==> config.mk <==
export PLATFORM = sky130hd
export DESIGN_NAME = ctle_fz_ramp
export DESIGN_NICKNAME = d
export VERILOG_FILES = /design/src/rtl/ctle_fz_ramp.sv
export SDC_FILE = /design/constraint.sdc
export NUM_CORES = 1
export LEC_CHECK = 0
export ABC_AREA = 1
export CAP_MARGIN = 10
export CORE_UTILIZATION = 40
export CTS_CLUSTER_DIAMETER = 50
export DETAILED_ROUTE_END_ITERATION = 8
export SYNTH_ARGS = -nofsm -noshare
export SYNTH_HDL_FRONTEND = slang
export SYNTH_SLANG_ARGS = --single-unit
==> constraint.sdc <==
create_clock -name clk -period 6.35 [get_ports clk]
set_input_delay 0.9525 -clock clk [delete_from_list [all_inputs] [get_ports clk]]
set_output_delay 0.9525 -clock clk [all_outputs]
set_load 0.01 [all_outputs]
==> src/rtl/ctle_fz_ramp.sv <==
// Multi-lane v_fz control-code generator: clamps each lane's requested code to the
// spec window, slews toward it in bounded steps, then holds a settle window.
// Optional build macro FZ_VIOL_CNT_EN adds per-lane 8-bit out-of-window load counters (viol_cnt).
module ctle_fz_ramp #(
  parameter int NCH      = 4,
  parameter int W        = 8,
  parameter int CODE_MIN = 57,
  parameter int CODE_MAX = 199,
  parameter int RST_CODE = 114,
  parameter int STEP     = 4,
  parameter int DIV      = 2,
  parameter int SETTLE   = 8,
  localparam int CW      = (NCH > 1) ? $clog2(NCH) : 1
) (
  input  logic             clk,
  input  logic             rst,
  input  logic             ld_valid,
  output logic             ld_ready,
  input  logic [CW-1:0]    ld_ch,
  input  logic [W-1:0]     ld_code,
  input  logic             clr_oos,
  output logic [NCH*W-1:0] fz_code,
  output logic [NCH-1:0]   busy,
  output logic [NCH-1:0]   settled,
`ifdef FZ_VIOL_CNT_EN
  output logic [NCH*8-1:0] viol_cnt,
`endif
  output logic [NCH-1:0]   oos
);

  localparam int DW = (DIV > 1) ? $clog2(DIV) : 1;
  localparam int SW = (SETTLE > 1) ? $clog2(SETTLE) : 1;

  typedef enum logic [1:0] {S_IDLE, S_RAMP, S_SETTLE} state_t;

  state_t         state_q [NCH];
  state_t         state_d [NCH];
  logic [W-1:0]   code_q  [NCH];
  logic [W-1:0]   code_d  [NCH];
  logic [W-1:0]   tgt_q   [NCH];
  logic [W-1:0]   tgt_d   [NCH];
  logic [DW-1:0]  div_q   [NCH];
  logic [DW-1:0]  div_d   [NCH];
  logic [SW-1:0]  set_q   [NCH];
  logic [SW-1:0]  set_d   [NCH];
  logic [NCH-1:0] oos_q, oos_d;
`ifdef FZ_VIOL_CNT_EN
  logic [7:0]     vcnt_q  [NCH];
  logic [7:0]     vcnt_d  [NCH];
`endif

  logic         in_win;
  logic [W-1:0] clamped;
  logic         accept;

  always_comb begin
    in_win  = 1'b1;
    clamped = ld_code;
    if (ld_code < W'(CODE_MIN)) begin
      in_win  = 1'b0;
      clamped = W'(CODE_MIN);
    end else if (ld_code > W'(CODE_MAX)) begin
      in_win  = 1'b0;
      clamped = W'(CODE_MAX);
    end
  end

  // Lane selects that match no lane leave ld_ready high and the load falls on the floor.
  always_comb begin
    ld_ready = 1'b1;
    for (int i = 0; i < NCH; i++)
      if (ld_ch == CW'(i) && state_q[i] == S_RAMP) ld_ready = 1'b0;
  end

  assign accept = ld_valid & ld_ready;

  // NOTE: every next-state variable gets its default first so no path infers a latch.
  always_comb begin
    logic         hit, up;
    logic [W:0]   diff, stp, nxt;
    oos_d = oos_q;
    for (int i = 0; i < NCH; i++) begin
      state_d[i] = state_q[i];
      code_d[i]  = code_q[i];
      tgt_d[i]   = tgt_q[i];
      div_d[i]   = div_q[i];
      set_d[i]   = set_q[i];
`ifdef FZ_VIOL_CNT_EN
      vcnt_d[i]  = vcnt_q[i];
`endif
      hit  = accept && (ld_ch == CW'(i));
      up   = tgt_q[i] > code_q[i];
      diff = up ? ({1'b0, tgt_q[i]} - {1'b0, code_q[i]})
                : ({1'b0, code_q[i]} - {1'b0, tgt_q[i]});
      stp  = (diff > (W+1)'(STEP)) ? (W+1)'(STEP) : diff;
      nxt  = up ? ({1'b0, code_q[i]} + stp) : ({1'b0, code_q[i]} - stp);

      case (state_q[i])
        S_RAMP: begin
          if (div_q[i] == DW'(DIV - 1)) begin
            code_d[i] = nxt[W-1:0];
            div_d[i]  = '0;
            if (nxt[W-1:0] == tgt_q[i]) begin
              state_d[i] = S_SETTLE;
              set_d[i]   = SW'(SETTLE - 1);
            end
          end else begin
            div_d[i] = div_q[i] + 1'b1;
          end
        end
        S_SETTLE: begin
          if (set_q[i] == '0) state_d[i] = S_IDLE;
          else                set_d[i]   = set_q[i] - 1'b1;
        end
        default: ;
      endcase

      // A hit can only occur outside RAMP, so it simply overrides the lane's progress.
      if (hit) begin
        tgt_d[i] = clamped;
        if (clamped == code_q[i]) begin
          state_d[i] = S_IDLE;
        end else begin
          state_d[i] = S_RAMP;
          div_d[i]   = '0;
        end
      end

      if (clr_oos)         oos_d[i] = 1'b0;
      if (hit && !in_win)  oos_d[i] = 1'b1;
`ifdef FZ_VIOL_CNT_EN
      if (clr_oos)                                 vcnt_d[i] = '0;
      else if (hit && !in_win && vcnt_q[i] != 8'hFF) vcnt_d[i] = vcnt_q[i] + 1'b1;
`endif
    end
  end

  // NOTE: state uses non-blocking assignments; every per-lane register array is reset
  // because each entry is live control state, not bulk storage.
  always_ff @(posedge clk) begin
    if (rst) begin
      oos_q <= '0;
      for (int i = 0; i < NCH; i++) begin
        state_q[i] <= S_IDLE;
        code_q[i]  <= W'(RST_CODE);
        tgt_q[i]   <= W'(RST_CODE);
        div_q[i]   <= '0;
        set_q[i]   <= '0;
`ifdef FZ_VIOL_CNT_EN
        vcnt_q[i]  <= '0;
`endif
      end
    end else begin
      oos_q <= oos_d;
      for (int i = 0; i < NCH; i++) begin
        state_q[i] <= state_d[i];
        code_q[i]  <= code_d[i];
        tgt_q[i]   <= tgt_d[i];
        div_q[i]   <= div_d[i];
        set_q[i]   <= set_d[i];
`ifdef FZ_VIOL_CNT_EN
        vcnt_q[i]  <= vcnt_d[i];
`endif
      end
    end
  end

  always_comb begin
    for (int i = 0; i < NCH; i++) begin
      fz_code[i*W +: W] = code_q[i];
      busy[i]           = (state_q[i] != S_IDLE);
      settled[i]        = (state_q[i] == S_IDLE);
`ifdef FZ_VIOL_CNT_EN
      viol_cnt[i*8 +: 8] = vcnt_q[i];
`endif
    end
  end

  assign oos = oos_q;

endmodule

==> results.sh <==
export IMPL_run_status="completed"
export IMPL_worst_path_fanout_max=13
export IMPL_clock_sink_count=92
export IMPL_worst_clock_skew_ps=8.99
export IMPL_power_clock_fraction_pct=20.5
export IMPL_die_width_um=156
export IMPL_gp_routability_congestion=0.927
export IMPL_timing_hold_worst_endpoint="set_q[2][2]"
export IMPL_slowest_delay_ps=410
export IMPL_hold_buffers=0
export IMPL_kind_of_cell_adding_the_most_delay_to_the_critical_path="simple AND/OR/NAND/NOR gates"
export IMPL_first_global_vias=8756
export IMPL_rows=56
export IMPL_timing_final_crit_share_pct=90.4
export IMPL_clk_insertion_delay_late_ps=350
export IMPL_holdPathStages=2
export IMPL_post_dp_hpwl_um=22000
export IMPL_rel_slew_slack_pct=53.0
export IMPL_final_area_sq_um=10700
export IMPL_worst_r2r_endpoint="set_q[2][2]"
export IMPL_worst_r2r_path_depth=31
export IMPL_post_route_util_pct=45.7
export IMPL_routed_wire_length_per_instance_um=14.9
export IMPL_grt_start_max_net_pins=38
export IMPL_standby_leakage_power_uw=0.00543
export IMPL_effective_utilization_at_floorplan_pct=40.7
export IMPL_vias_per_cell=5.06
export IMPL_postPlaceCellArea_sq_um=10400
export IMPL_cp_data_required_time_ps=6580
export IMPL_setup_worst_path_class="flip-flop to flip-flop"
export IMPL_clock_path_buffers=2
export IMPL_synth_cell_area_sq_um=9520
export IMPL_ir_drop_v=0.000178
export IMPL_worst_r2r_setup_slack_ps=610
export IMPL_max_freq_mhz=174
export IMPL_numCtsBuffers=9
export IMPL_detail_route_drc_violations=0
export IMPL_cts_setup_buffers=0
export IMPL_cts_tree="done"
export IMPL_clock_root_buffer="sky130_fd_sc_hd__clkbuf_16"
export IMPL_timing_max_transition_violations_final=0
export IMPL_relative_contribution_of_sequential_cells_to_total_power_pct=23.1
export IMPL_chipHeight_um=156
export IMPL_crit_path_start_kind="flip-flop"
export IMPL_antenna_cells=0
export IMPL_number_of_antenna_violations_at_the_first_check_in_global_routing=0
export IMPL_timing_hold_worst_start="set_q[2][2]"
export IMPL_synth_yosys_seq_area_share_pct=19.3
export IMPL_port_bufs=58
export IMPL_switchingPower_uw=1270
export IMPL_global_route_usage_over_all_layers_pct=23.3
export IMPL_fillerInstances=2491
export IMPL_finalCriticalPeriod_ps=5740
export IMPL_syn_instance_count=1474
export IMPL_drt_pass1_iter_count=5
export IMPL_p_int_uw=1540
export IMPL_worst_slew_pin_transition_ps=703
export IMPL_number_of_enable_type_register_cells_in_the_synthesized_netlist=0
export IMPL_critical_path_most_common_cell="sky130_fd_sc_hd__nand2_1"
export IMPL_synthesis_nets=1612
export IMPL_die_area_sq_um=24400
export IMPL_drive_above_1_share_pct=4.78
export IMPL_timing_critical_path_buf_inv=5
export IMPL_cts_htree_levels=3
export IMPL_grt_ovfl_total=0
export IMPL_finalHoldViolCount=0
export IMPL_synthArstFlopShare_pct=0
export IMPL_pwr_density_cell_nw_per_um2=262
export IMPL_vias=9344
export IMPL_setup_violations_final=0
export IMPL_r2r_start="code_q[0][20]"
export IMPL_combPwrFrac_pct=56.4
export IMPL_fin_nets=1663
export IMPL_setup_tns_final_ps=0
export IMPL_drv_max_cap_violation_count=0
export IMPL_worstHoldPathType="flip-flop to flip-flop"
export IMPL_cp_max_stage_cell="sky130_fd_sc_hd__dfxtp_1"
export IMPL_critPathArrivalTime_ps=5960
export IMPL_synth_warnings=0
export IMPL_flow_area_growth_from_synthesis_pct=12.4
export IMPL_cts_reportedPaths_clkPinSlew_ps=60
export IMPL_drt_initial_drc_count=660
export IMPL_io_pins=59
export IMPL_yosys_register_bits=92
export IMPL_dominant_register_cell_in_the_synthesized_netlist="sky130_fd_sc_hd__dfxtp_1"
export IMPL_yosysUniqueCellTypes=47
export IMPL_antenna_violating_nets_post_route=0
export IMPL_syn_area_per_cell_sq_um=6.46
export IMPL_core_area_sq_um=23400
export IMPL_power_switching_fraction_pct=45.2
export IMPL_critPathCaptureType="flip-flop"
export IMPL_rsz0062_at_grt="false"
export IMPL_wire_length_of_the_first_global_routing_pass_um=45100
export IMPL_totalWireLength_um=27500
cells in the final DEF, fill, tap and decap left out, types with 7 or more instances in the layout:
cell type	count
sky130_fd_sc_hd__nand2_2	18
sky130_fd_sc_hd__o21ai_1	11
sky130_fd_sc_hd__o21ai_0	72
sky130_fd_sc_hd__nand3_1	81
sky130_fd_sc_hd__clkbuf_16	9
sky130_fd_sc_hd__clkdlybuf4s50_1	58
sky130_fd_sc_hd__o22ai_1	25
sky130_fd_sc_hd__inv_1	254
sky130_fd_sc_hd__xnor2_1	13
sky130_fd_sc_hd__xor2_1	58
sky130_fd_sc_hd__dfxtp_1	92
sky130_fd_sc_hd__nand2_1	357
sky130_fd_sc_hd__nor3_1	10
sky130_fd_sc_hd__or2_2	11
sky130_fd_sc_hd__nand4_1	19
sky130_fd_sc_hd__ha_1	112
sky130_fd_sc_hd__nand3_2	7
sky130_fd_sc_hd__a22oi_1	19
sky130_fd_sc_hd__nor2_1	98
sky130_fd_sc_hd__a21oi_1	120
sky130_fd_sc_hd__fa_1	12
sky130_fd_sc_hd__o211ai_1	11
sky130_fd_sc_hd__buf_4	8
worst max path at each step:
stage,slack [ps],cells after the start,endpoint,start
final,610,31,set_q[2][2],code_q[0][20]
after global routing,1,32,set_q[2][2],code_q[0][22]
after CTS,600,33,set_q[2][2],code_q[0][20]
after detailed placement,640,33,set_q[2][2],code_q[0][20]
after global placement,650,33,set_q[2][2],code_q[0][18]
after floorplan,1540,33,set_q[2][2],code_q[0][18]
synth_stat cells, types with 2 or more instances:
master / n / area share (%)
sky130_fd_sc_hd__nand2_1: 357 / 14
sky130_fd_sc_hd__inv_1: 254 / 10
sky130_fd_sc_hd__a21oi_1: 120 / 6.3
sky130_fd_sc_hd__ha_1: 112 / 15
sky130_fd_sc_hd__nor2_1: 98 / 3.9
sky130_fd_sc_hd__dfxtp_1: 92 / 19
sky130_fd_sc_hd__nand3_1: 81 / 4.3
sky130_fd_sc_hd__o21ai_0: 74 / 3.9
sky130_fd_sc_hd__xor2_1: 58 / 5.3
sky130_fd_sc_hd__o22ai_1: 25 / 1.6
sky130_fd_sc_hd__a22oi_1: 19 / 1.5
sky130_fd_sc_hd__nand4_1: 19 / 1.2
sky130_fd_sc_hd__nand2_2: 18 / 1.2
sky130_fd_sc_hd__xnor2_1: 13 / 1.2
sky130_fd_sc_hd__fa_1: 12 / 2.5
sky130_fd_sc_hd__o211ai_1: 11 / 0.87
sky130_fd_sc_hd__or2_2: 11 / 0.72
sky130_fd_sc_hd__nor3_1: 10 / 0.53
sky130_fd_sc_hd__o21ai_1: 9 / 0.47
sky130_fd_sc_hd__clkbuf_1: 8 / 0.32
sky130_fd_sc_hd__nand3_2: 7 / 0.74
sky130_fd_sc_hd__buf_4: 6 / 0.47
sky130_fd_sc_hd__inv_2: 6 / 0.24
sky130_fd_sc_hd__nor2_2: 6 / 0.39
sky130_fd_sc_hd__buf_6: 5 / 0.59
sky130_fd_sc_hd__o21a_1: 5 / 0.39
sky130_fd_sc_hd__buf_2: 4 / 0.21
sky130_fd_sc_hd__nor4_1: 4 / 0.26
sky130_fd_sc_hd__a21o_1: 3 / 0.24
sky130_fd_sc_hd__buf_1: 3 / 0.12
sky130_fd_sc_hd__o2111ai_1: 3 / 0.28
sky130_fd_sc_hd__a211oi_1: 2 / 0.16
sky130_fd_sc_hd__a221oi_1: 2 / 0.18
sky130_fd_sc_hd__a41oi_1: 2 / 0.18
sky130_fd_sc_hd__nor3b_1: 2 / 0.16
sky130_fd_sc_hd__o21bai_1: 2 / 0.16
power groups by stage:
stage	clock (uW)	combinational, uW	sequential, uW
floorplan	0	1250	655
global placement	0	1560	661
CTS	580	1570	648
global route	603	1810	654
detailed placement	0	1560	661
finish	575	1580	649
per-layer routing:
layer	track usage [%]	routed length, um
met3	2.77	1030
met5	0	0
met1	32.6	13800
met4	5.79	402
met2	37.6	12200
registers in the layout (all words and copies together) (netlist names):
signal   count
div_q        4
oos          4
tgt_q       32
set_q       12
state_q      8
code_q      32
tightest hold or removal path, cell delays in order (launching register included):
cell                      delay, ps
sky130_fd_sc_hd__dfxtp_1        310
sky130_fd_sc_hd__nand2_1         60
sky130_fd_sc_hd__a21oi_1         50
final cells by class:
class	instances	area, sq um	share of cell area, %
tap	319	399	3.73
multi-input combinational	1095	6540	61.1
sequential	92	1840	17.2
clock buffer	12	246	2.30
timing repair buffer	66	641	5.98
clock inverter	2	60.1	0.561
inverter	261	980	9.15
cell families (layout without fill, tap and decap cells):
kind of cell | Yosys count | after routing | share of synthesized area [%]
fa+ha+maj | 124 | 124 | 17.2
buf+inv | 287 | 341 | 12.0
xor+xnor | 71 | 71 | 6.53
flops | 92 | 92 | 19.3
simple gates | 617 | 617 | 28.0
compound gates | 283 | 283 | 16.9
what timing repair did:
| action | CTS | global route |
|---|---|---|
| resized for setup | 0 | 2 |
| hold endpoints to repair | 0 | 0 |
| setup endpoints to repair | 0 | 5 |
per-stage QoR:
| stage | hold slack, ps | power [uW] | setup slack (ps) | cells |
|---|---|---|---|---|
| 5_1_grt | 487 | 3060 | 0.997 | 1847 |
| 4_1_cts | 466 | 2800 | 605 | 1847 |
| 6_report | 465 | 2810 | 610 | 1847 |
| 3_5_place_dp | 457 | 2220 | 645 | 1833 |
| 2_1_floorplan | 439 | 1900 | 1540 | 1474 |
| 3_3_place_gp | 452 | 2220 | 649 | 1833 |
(Power assumes the default switching activity.)
